**config.mk**
```make
export PLATFORM = sky130hd
export DESIGN_NAME = unified_mem_arbiter
export DESIGN_NICKNAME = d
export VERILOG_FILES = /design/src/rtl/unified_mem_arbiter.sv
export SDC_FILE = /design/constraint.sdc
export NUM_CORES = 1
export LEC_CHECK = 0
export CORE_MARGIN = 4
export CORE_UTILIZATION = 40
export DETAILED_ROUTE_END_ITERATION = 16
export PLACE_DENSITY = 0.77
export SLEW_MARGIN = 20
export SYNTH_ARGS = -nofsm -noshare
export SYNTH_HDL_FRONTEND = slang
export SYNTH_SLANG_ARGS = --single-unit
```
**constraint.sdc**
```tcl
create_clock -name clk -period 2.2 [get_ports clk]
set_input_delay 0.44 -clock clk [delete_from_list [all_inputs] [get_ports clk]]
set_output_delay 0.44 -clock clk [all_outputs]
set_load 0.01 [all_outputs]
```
**src/rtl/unified_mem_arbiter.sv**
```systemverilog
// Shared instruction/data memory arbiter: grants one of the fetch or load/store ports,
// holds the memory port for MEM_LAT cycles, then returns a one-cycle valid pulse.
module unified_mem_arbiter #(
  parameter int ADDR_W     = 8,
  parameter int MEM_LAT    = 2,
  parameter int STARVE_MAX = 4
) (
  input  logic              clk,
  input  logic              rst,
  input  logic              if_req,
  input  logic [ADDR_W-1:0] if_addr,
  input  logic              if_flush,
  output logic              if_gnt,
  output logic              if_valid,
  output logic [31:0]       if_rdata,
  input  logic              d_req,
  input  logic              d_we,
  input  logic [2:0]        d_func3,
  input  logic [ADDR_W-1:0] d_addr,
  input  logic [31:0]       d_wdata,
  output logic              d_gnt,
  output logic              d_valid,
  output logic [31:0]       d_rdata,
  output logic [ADDR_W-1:0] m_addr,
  output logic              m_read,
  output logic              m_write,
  output logic [2:0]        m_func3,
  output logic [31:0]       m_wdata,
  input  logic [31:0]       m_rdata,
  output logic              busy
);

  localparam int LAT_W = $clog2(MEM_LAT + 1);
  localparam int SW    = $clog2(STARVE_MAX + 1);

  typedef enum logic [1:0] {IDLE, ACCESS, RESP} state_e;

  state_e              state_q, state_d;
  logic [LAT_W-1:0]    lat_q, lat_d;
  logic [SW-1:0]       starve_q, starve_d;
  logic                owner_if_q, owner_if_d;
  logic                cancel_q, cancel_d;
  logic [ADDR_W-1:0]   addr_q, addr_d;
  logic                we_q, we_d;
  logic [2:0]          func3_q, func3_d;
  logic [31:0]         wdata_q, wdata_d;
  logic [31:0]         if_rdata_q, if_rdata_d;
  logic [31:0]         d_rdata_q, d_rdata_d;

  logic starve_full, if_win, d_win, last_access, cancel_now;

  // Arbitration is only live in IDLE; a flush or reset in that cycle vetoes the fetch grant.
  assign starve_full = (starve_q == SW'(STARVE_MAX));
  assign if_win      = (state_q == IDLE) && !rst && if_req && !if_flush && (!d_req || starve_full);
  assign d_win       = (state_q == IDLE) && !rst && d_req && !if_win;
  assign last_access = (state_q == ACCESS) && (lat_q == LAT_W'(MEM_LAT - 1));
  assign cancel_now  = cancel_q || (if_flush && owner_if_q);

  // NOTE: synchronous state uses non-blocking assignments so every flop samples pre-edge values.
  always_ff @(posedge clk) begin
    if (rst) begin
      state_q    <= IDLE;
      lat_q      <= '0;
      starve_q   <= '0;
      owner_if_q <= 1'b0;
      cancel_q   <= 1'b0;
      addr_q     <= '0;
      we_q       <= 1'b0;
      func3_q    <= '0;
      wdata_q    <= '0;
      if_rdata_q <= '0;
      d_rdata_q  <= '0;
    end else begin
      state_q    <= state_d;
      lat_q      <= lat_d;
      starve_q   <= starve_d;
      owner_if_q <= owner_if_d;
      cancel_q   <= cancel_d;
      addr_q     <= addr_d;
      we_q       <= we_d;
      func3_q    <= func3_d;
      wdata_q    <= wdata_d;
      if_rdata_q <= if_rdata_d;
      d_rdata_q  <= d_rdata_d;
    end
  end

  always_comb begin
    // NOTE: every _d defaults to its flop first, so no path through the case can infer a latch.
    state_d    = state_q;
    lat_d      = lat_q;
    starve_d   = starve_q;
    owner_if_d = owner_if_q;
    cancel_d   = cancel_q;
    addr_d     = addr_q;
    we_d       = we_q;
    func3_d    = func3_q;
    wdata_d    = wdata_q;
    if_rdata_d = if_rdata_q;
    d_rdata_d  = d_rdata_q;
    unique case (state_q)
      IDLE: begin
        cancel_d = 1'b0;
        lat_d    = '0;
        if (if_win || d_win) begin
          state_d    = ACCESS;
          owner_if_d = if_win;
          addr_d     = if_win ? if_addr : d_addr;
          we_d       = d_win && d_we;
          func3_d    = if_win ? 3'b010 : d_func3;
          wdata_d    = if_win ? '0 : d_wdata;
        end
        if (if_win)                             starve_d = '0;
        else if (d_win && if_req && !starve_full) starve_d = starve_q + SW'(1);
      end
      ACCESS: begin
        cancel_d = cancel_now;
        if (last_access) begin
          state_d = RESP;
          if (owner_if_q && !cancel_now) if_rdata_d = m_rdata;
          if (!owner_if_q && !we_q)      d_rdata_d  = m_rdata;
        end else begin
          lat_d = lat_q + LAT_W'(1);
        end
      end
      RESP: begin
        cancel_d = cancel_now;
        state_d  = IDLE;
      end
      default: state_d = IDLE;
    endcase
  end

  always_comb begin
    if_gnt   = if_win;
    d_gnt    = d_win;
    if_valid = 1'b0;
    d_valid  = 1'b0;
    m_addr   = '0;
    m_read   = 1'b0;
    m_write  = 1'b0;
    m_func3  = '0;
    m_wdata  = '0;
    busy     = (state_q != IDLE);
    if (state_q == ACCESS) begin
      m_addr  = addr_q;
      m_read  = !we_q;
      m_write = we_q;
      m_func3 = func3_q;
      m_wdata = wdata_q;
    end
    if (state_q == RESP) begin
      if_valid = owner_if_q && !cancel_now;
      d_valid  = !owner_if_q;
    end
  end

  assign if_rdata = if_rdata_q;
  assign d_rdata  = d_rdata_q;

endmodule

```
==> results of run 1 <==
[where the power goes]
part           internal (uW)  switching [uW]
Sequential              2250            78.5
Clock                   1920             908
Combinational            584             592
[worst max path at each step]
stage	start	cells past startpoint	endpoint
global placement	if_flush	4	if_valid
detailed placement	if_flush	4	if_valid
floorplan	state_q[0]	6	d_gnt
finish	state_q[0]	6	if_gnt
CTS	state_q[1]	5	m_wdata[1]
global route	state_q[0]	6	if_gnt
[routing by layer]
metal  routed length (microns)  GRT usage [%]
met5                         0              0
met4                       170           7.89
met3                      1450           8.36
met2                      7010           36.4
met1                      5720           23.8
[placed cells by master (no fill, tap or decap), types with 17 or more instances in the layout]
cell type / n
and2_1: 44
dlygate4sd2_1: 33
nand2_1: 136
a21oi_1: 70
dfxtp_1: 114
clkdlybuf4s50_1: 151
clkbuf_16: 17
buf_4: 19
nor2_1: 49
a22oi_1: 37
[timing repair]
action                                  CTS  global route
endpoints found under the hold margin     0             0
gates cloned                              1             0
endpoints found under the setup margin   49            23
buffers inserted                          0             0
hold buffers                              0             0
resized for setup                        60            24
[worst max-delay path, cell delays in order, from the launching register on]
cell and delay (ns):
dfxtp_2 0.34, inv_1 0.14, ha_4 0.17, nor2b_2 0.16, nand3_1 0.14, inv_1 0.09, clkdlybuf4s15_1 0.24
[cells by family after synthesis]
| group | Yosys count |
|---|---|
| multiplexers | 1 |
| adder cells (fa/ha/maj) | 8 |
| buffers and inverters | 53 |
| flip-flops | 117 |
| XOR/XNOR | 1 |
| AO/OA/AOI/OAI | 127 |
| AND/OR/NAND/NOR | 257 |
[registers in the layout, indices dropped and copies added, names as in the netlist]
name and cells:
addr_q 8, cancel_q 1, d_rdata 32, func3_q 3
if_rdata 32, lat_q 2, owner_if_q 1, starve_q 3
state_q 2, wdata_q 32, we_q 1
[through the flow]
stage / TNS, ns / hold WS (ns) / worst slack [ns] / area [sq um] / utilization (%)
after floorplan: 0 / 0.442 / 0.431 / 4670 / -
after global placement: -1.61 / 0.442 / -0.193 / 6870 / 60.1
after detailed placement: -1.71 / 0.447 / -0.208 / 6870 / 60.1
after CTS: 0 / 0.454 / 0.00154 / 7480 / 65.5
after global routing: -0.0199 / 0.472 / -0.0199 / 7490 / 65.6
final: 0 / 0.452 / 0.0801 / 7490 / 65.6
[final cells by class]
class / count / area [sq um] / area share [%]
clock buffer: 23 / 498 / 6.65
clock inverter: 8 / 121 / 1.62
inverter: 11 / 41.3 / 0.551
multi-input combinational: 394 / 2120 / 28.3
sequential: 117 / 2350 / 31.4
tap: 143 / 179 / 2.39
timing repair buffer: 224 / 2180 / 29.1
==> results.md, run 1 <==
- Status: finished, final reports clean
- DR vias: 4750
- Antenna cells: 0
- Count of final hold-check violations: 0
- Pins Over Slew Limit: 0
- Post-synth EDFFs: 0
- Share of cells above drive strength 1: 9.27%
- Synth Area in XOR/XNOR: 0.188%
- Synth top area share: 50.2%
- Global route overflow: 0
- Actual slew at the worst max-slew pin: around 0.88 ns
- Final #Nets: 862
- Routability-driven placement congestion ratio: 0.855
- DIE WIDTH: 116 microns
- Initial core utilization: 40.9%
- First-pass GRT wire length: 22.6 mm
- Worst VDD drop: ~0.55 mV
- Reg-to-reg startpoint: state_q[1]
- CTS tree: built
- Syn_nets: 661
- Multiplexer share of the synthesized area: 0.214%
- CP required: ~1.8 ns
- CTS Sinks: 117
- Relative slew slack: around two fifths
- Iter 0 DRT Violations: around 380
- Crit end category: primary output
- Worst reg2reg setup slack: 0.23 ns
- Routed WL per cell: 15.6 microns
- Root Driver: clkbuf_16
- Fraction of registers with async set/reset: 0%
- Tcrit/Tclk final: 96.4%
- Hold Crit Class: reg2reg
- WHS Path Cells: 2
- Die span in y: 116 microns
- FF+latch count, synth: 117
- Cells after DPL: 888
- Drt total wl: 14.3 mm
- Num CTS Buffers: 17
- # fillers: 975
- IO Pins: 203
- Main synth FF type: dfxtp_1
- Gr usage total: 21.2%
- H-tree depth: 4
- Final Critical Period: 2.12 ns
- Simple-Gate Fraction of Synth Area: between 20% and 30%
- Vias in the first global route: 4746
- Crit Path Category: reg2out
- Syn Inst Count: 564
- Synth top cells by count: 136 x nand2_1, 117 x dfxtp_1, 70 x a21oi_1, 49 x nor2_1, 44 x and2_1
- PwrDens: 846 mW/mm^2
- Worst-path clk slew: 0.05 ns
- Reg-to-reg endpoint: d_rdata[15]
- Netlist cell types: 35
- Largest net degree at the start of global routing: 86
- Area Growth Syn to Fin: 60.4%
- IO Port Bufs: 202
- Non-filler instance count after layout: 920
- Clk_skew: 0.00720 ns
- Critical path arrival: 1.68 ns
- Clock latency on the worst-skew pair: 0.40 ns
- Row count: 39
- Syn_area_per_cell: 8.27 sq um
- Die area: 0.0135 sq mm
- Reg2Reg Depth: 9
- Leakage power: 0.00292 uW
- RSZ-0062 raised after global routing: true
- Core Box Area: 0.0114 sq mm
- Cell with the most instances after synthesis: nand2_1
- Hold Crit Start: if_rdata[5]
- Max Freq: ~470 MHz
- Yosys warnings: 0
- Largest family of logic cells by synthesized area: simple AND/OR/NAND/NOR gates
- Power Total: roughly 6300 uW
- DR vias/cell: about 5.2
- Synth area leader: dfxtp_1
- Seq/Total Area, Yosys: 50.2%
- Max-cap violations: 0
- DRT Pass-1 Iters: 5
- Setup-failing EPs final: 0
- Post-DRT Antenna Nets: 0
- CP max FO: 4
- Mapped Area: 0.00467 sq mm
- Initial antenna violation count: 0
- Synth area leaders: dfxtp_1 50%, nand2_1 11%, a21oi_1 7.5%
- CP startpoint kind: register
- Area share of fa/ha/maj cells after synthesis: 2.14%
- Post-DP HPWL: 9.87 mm
- Compound-Gate Fraction of Synth Area: 17.3%
- Worst min-delay path endpoint: if_rdata[5]
- Longest Clk Path Bufs: 2
- DRC viols: 0
No activity file was read; power rests on OpenSTA's default activity.
==> inputs of run 2 (changes only) <==
CAP_MARGIN = 20   (was default)
GPL_TIMING_DRIVEN = 0   (was default)
TNS_END_PERCENT = 100   (was default)
==> results.md, run 2 (synthesis results as in run 1) <==
- Clk_skew: 0.00813 ns (+0.000927 ns)
- Post-DP HPWL: 10.9 mm (+11%)
- CTS Sinks: 117 (unchanged)
- Leakage power: 0.00302 uW (+3.4%)
- Row count: 39 (unchanged)
- IO Pins: 203 (unchanged)
- Die area: 0.0135 sq mm (unchanged)
- Most frequent cells in the layout: 148 x clkdlybuf4s50_1, 136 x nand2_1, 114 x dfxtp_1
- Util after Layout: 66.2% (+0.60 points)
- Power Total: 6180 uW (-2.5%)
- Relative slew slack: 58.3% (+17 points)
- Crit end category: primary output
- Root Driver: clkbuf_16
- Pins Over Slew Limit: 0 (unchanged)
- Antenna cells: 0 (unchanged)
- Setup-failing EPs final: 1 (+1)
- Commonest non-fill, non-tap cell in the layout: clkdlybuf4s50_1
- Hold_ws: 0.450 ns (-0.00121 ns)
- Longest Clk Path Bufs: 2 (unchanged)
- Critical path arrival: 1.78 ns (+0.10 ns)
- Failing checks: setup timing
- Initial antenna violation count: 0 (unchanged)
- Worst-path clk slew: 0.05 ns (about the same)
- CP startpoint kind: register
- Clock latency on the worst-skew pair: 0.40 ns (about the same)
- Setup ws final: -0.0249 ns (-0.105 ns)
- CTS tree: built
- Reg2Reg Depth: 6 (-3)
- Max Freq: 449 MHz (-4.7%)
- PwrDens: 818 mW/mm^2 (-3.4%)
- DR vias/cell: 5.01 (-3.0%)
- DIE WIDTH: 116 microns (unchanged)
- Status: finished with violations
- Final Critical Period: 2.22 ns (+0.105 ns)
- Post-DRT Antenna Nets: 0 (unchanged)
- Die span in y: 116 microns (unchanged)
- WHS Path Cells: 2 (unchanged)
- Gr usage total: 21.8% (+0.65 points)
- Final #Nets: 891 (+3.4%)
- Num CTS Buffers: 17 (unchanged)
- Routed WL per cell: 15.6 microns (+0.15%)
- IO Port Bufs: 201 (-0.50%)
- Max-cap violations: 0 (unchanged)
- H-tree depth: 4 (unchanged)
- Crit Path Category: reg2out
- Worst VDD drop: 0.453 mV (-18%)
- Count of final hold-check violations: 0 (unchanged)
- Tcrit/Tclk final: 101% (+4.8 points)
- DRT Pass-1 Iters: 4 (-1)
- Multi-input logic area: 0.00211 sq mm (-0.29%)
- CP required: 1.76 ns (about the same)
- Hold Crit Class: reg2reg
- # fillers: 969 (-0.62%)
- # hold bufs at CTS: 0 (unchanged)
- Worst reg2reg setup slack: 0.28 ns (+0.05 ns)
- Drt total wl: 14.8 mm (+3.3%)
- First-pass GRT wire length: 23.3 mm (+2.9%)
- Setup_tns: -0.0249 ns (-0.0249 ns)
- Area Growth Syn to Fin: 61.9%
- Vias in the first global route: 4875 (+2.7%)
- Initial core utilization: 40.9% (unchanged)
- Actual slew at the worst max-slew pin: 0.620 ns (-0.258 ns)
- Global route overflow: 0 (unchanged)
- RSZ-0062 raised after global routing: true
- DR vias: 4754 (+0.084%)
- Largest net degree at the start of global routing: 17 (-80%)
- Share of cells above drive strength 1: 9.93% (+0.66 points)
- Register Area: 0.00235 sq mm (-0.11%)
- Iter 0 DRT Violations: 352 (-6.6%)
- CP max FO: 10 (+6)
- Core Box Area: 0.0114 sq mm (unchanged)
- DRC viols: 0 (unchanged)
- Cells after DPL: 908 (+2.3%)
- Routability-driven placement congestion ratio: 0.832 (-2.7%)
- Non-filler instance count after layout: 949 (+3.2%)
==> run 2: timing repair <==
item / 4_1_cts / 5_1_grt
setup buffers: 5 / 5
setup endpoints to repair: 50 / 16
pin swaps: 0 / 1
resized for setup: 84 / 17
==> run 2: metal layers <==
| layer | wire length, microns | vias up | part of all wire [%] | global-route usage (%) |
|---|---|---|---|---|
| met5 | 0 | - | 0 | 0 |
| met4 | 153 | 0 | 1.0 | 7.89 |
| met3 | 1430 | 16 | 9.6 | 7.57 |
| met2 | 7240 | 182 | 49 | 37.8 |
| met1 | 6000 | 2206 | 40 | 25.0 |
| li1 | - | 2350 | - | - |
==> run 2: worst paths after layout <==
kind | start | endpoint
hold reg to reg | d_rdata[12] | d_rdata[12]
setup reg to reg | lat_q[0] | d_rdata[17]
hold / removal | d_rdata[12] | d_rdata[12]
setup / recovery | state_q[0] | d_gnt
==> run 2: where the power goes <==
part	total (uW)	switching [uW]	internal, uW
Sequential	2330	77.6	2250
Combinational	1210	604	602
Clock	2640	930	1710
==> run 2: stage by stage <==
step	area [sq um]	setup slack, ns
global route	7560	-0.106
floorplan	4670	0.431
CTS	7510	-0.118
detailed placement	6860	-0.850
global placement	6860	-0.845
finish	7560	-0.0249
==> run 2: critical path, stage by stage (launching register included) <==
cell	delay [ns]
dfxtp_2	0.35
inv_2	0.08
ha_2	0.20
buf_6	0.14
nand3b_1	0.15
a31oi_4	0.21
buf_6	0.13
clkbuf_2	0.12
==> run 2: final cells by class <==
class | instances | share of cell area (%)
buffer | 42 | 3.61
clock buffer | 22 | 6.14
clock inverter | 9 | 1.37
inverter | 11 | 0.546
multi-input combinational | 394 | 28.0
sequential | 117 | 31.0
tap | 143 | 2.37
timing repair buffer | 211 | 26.9
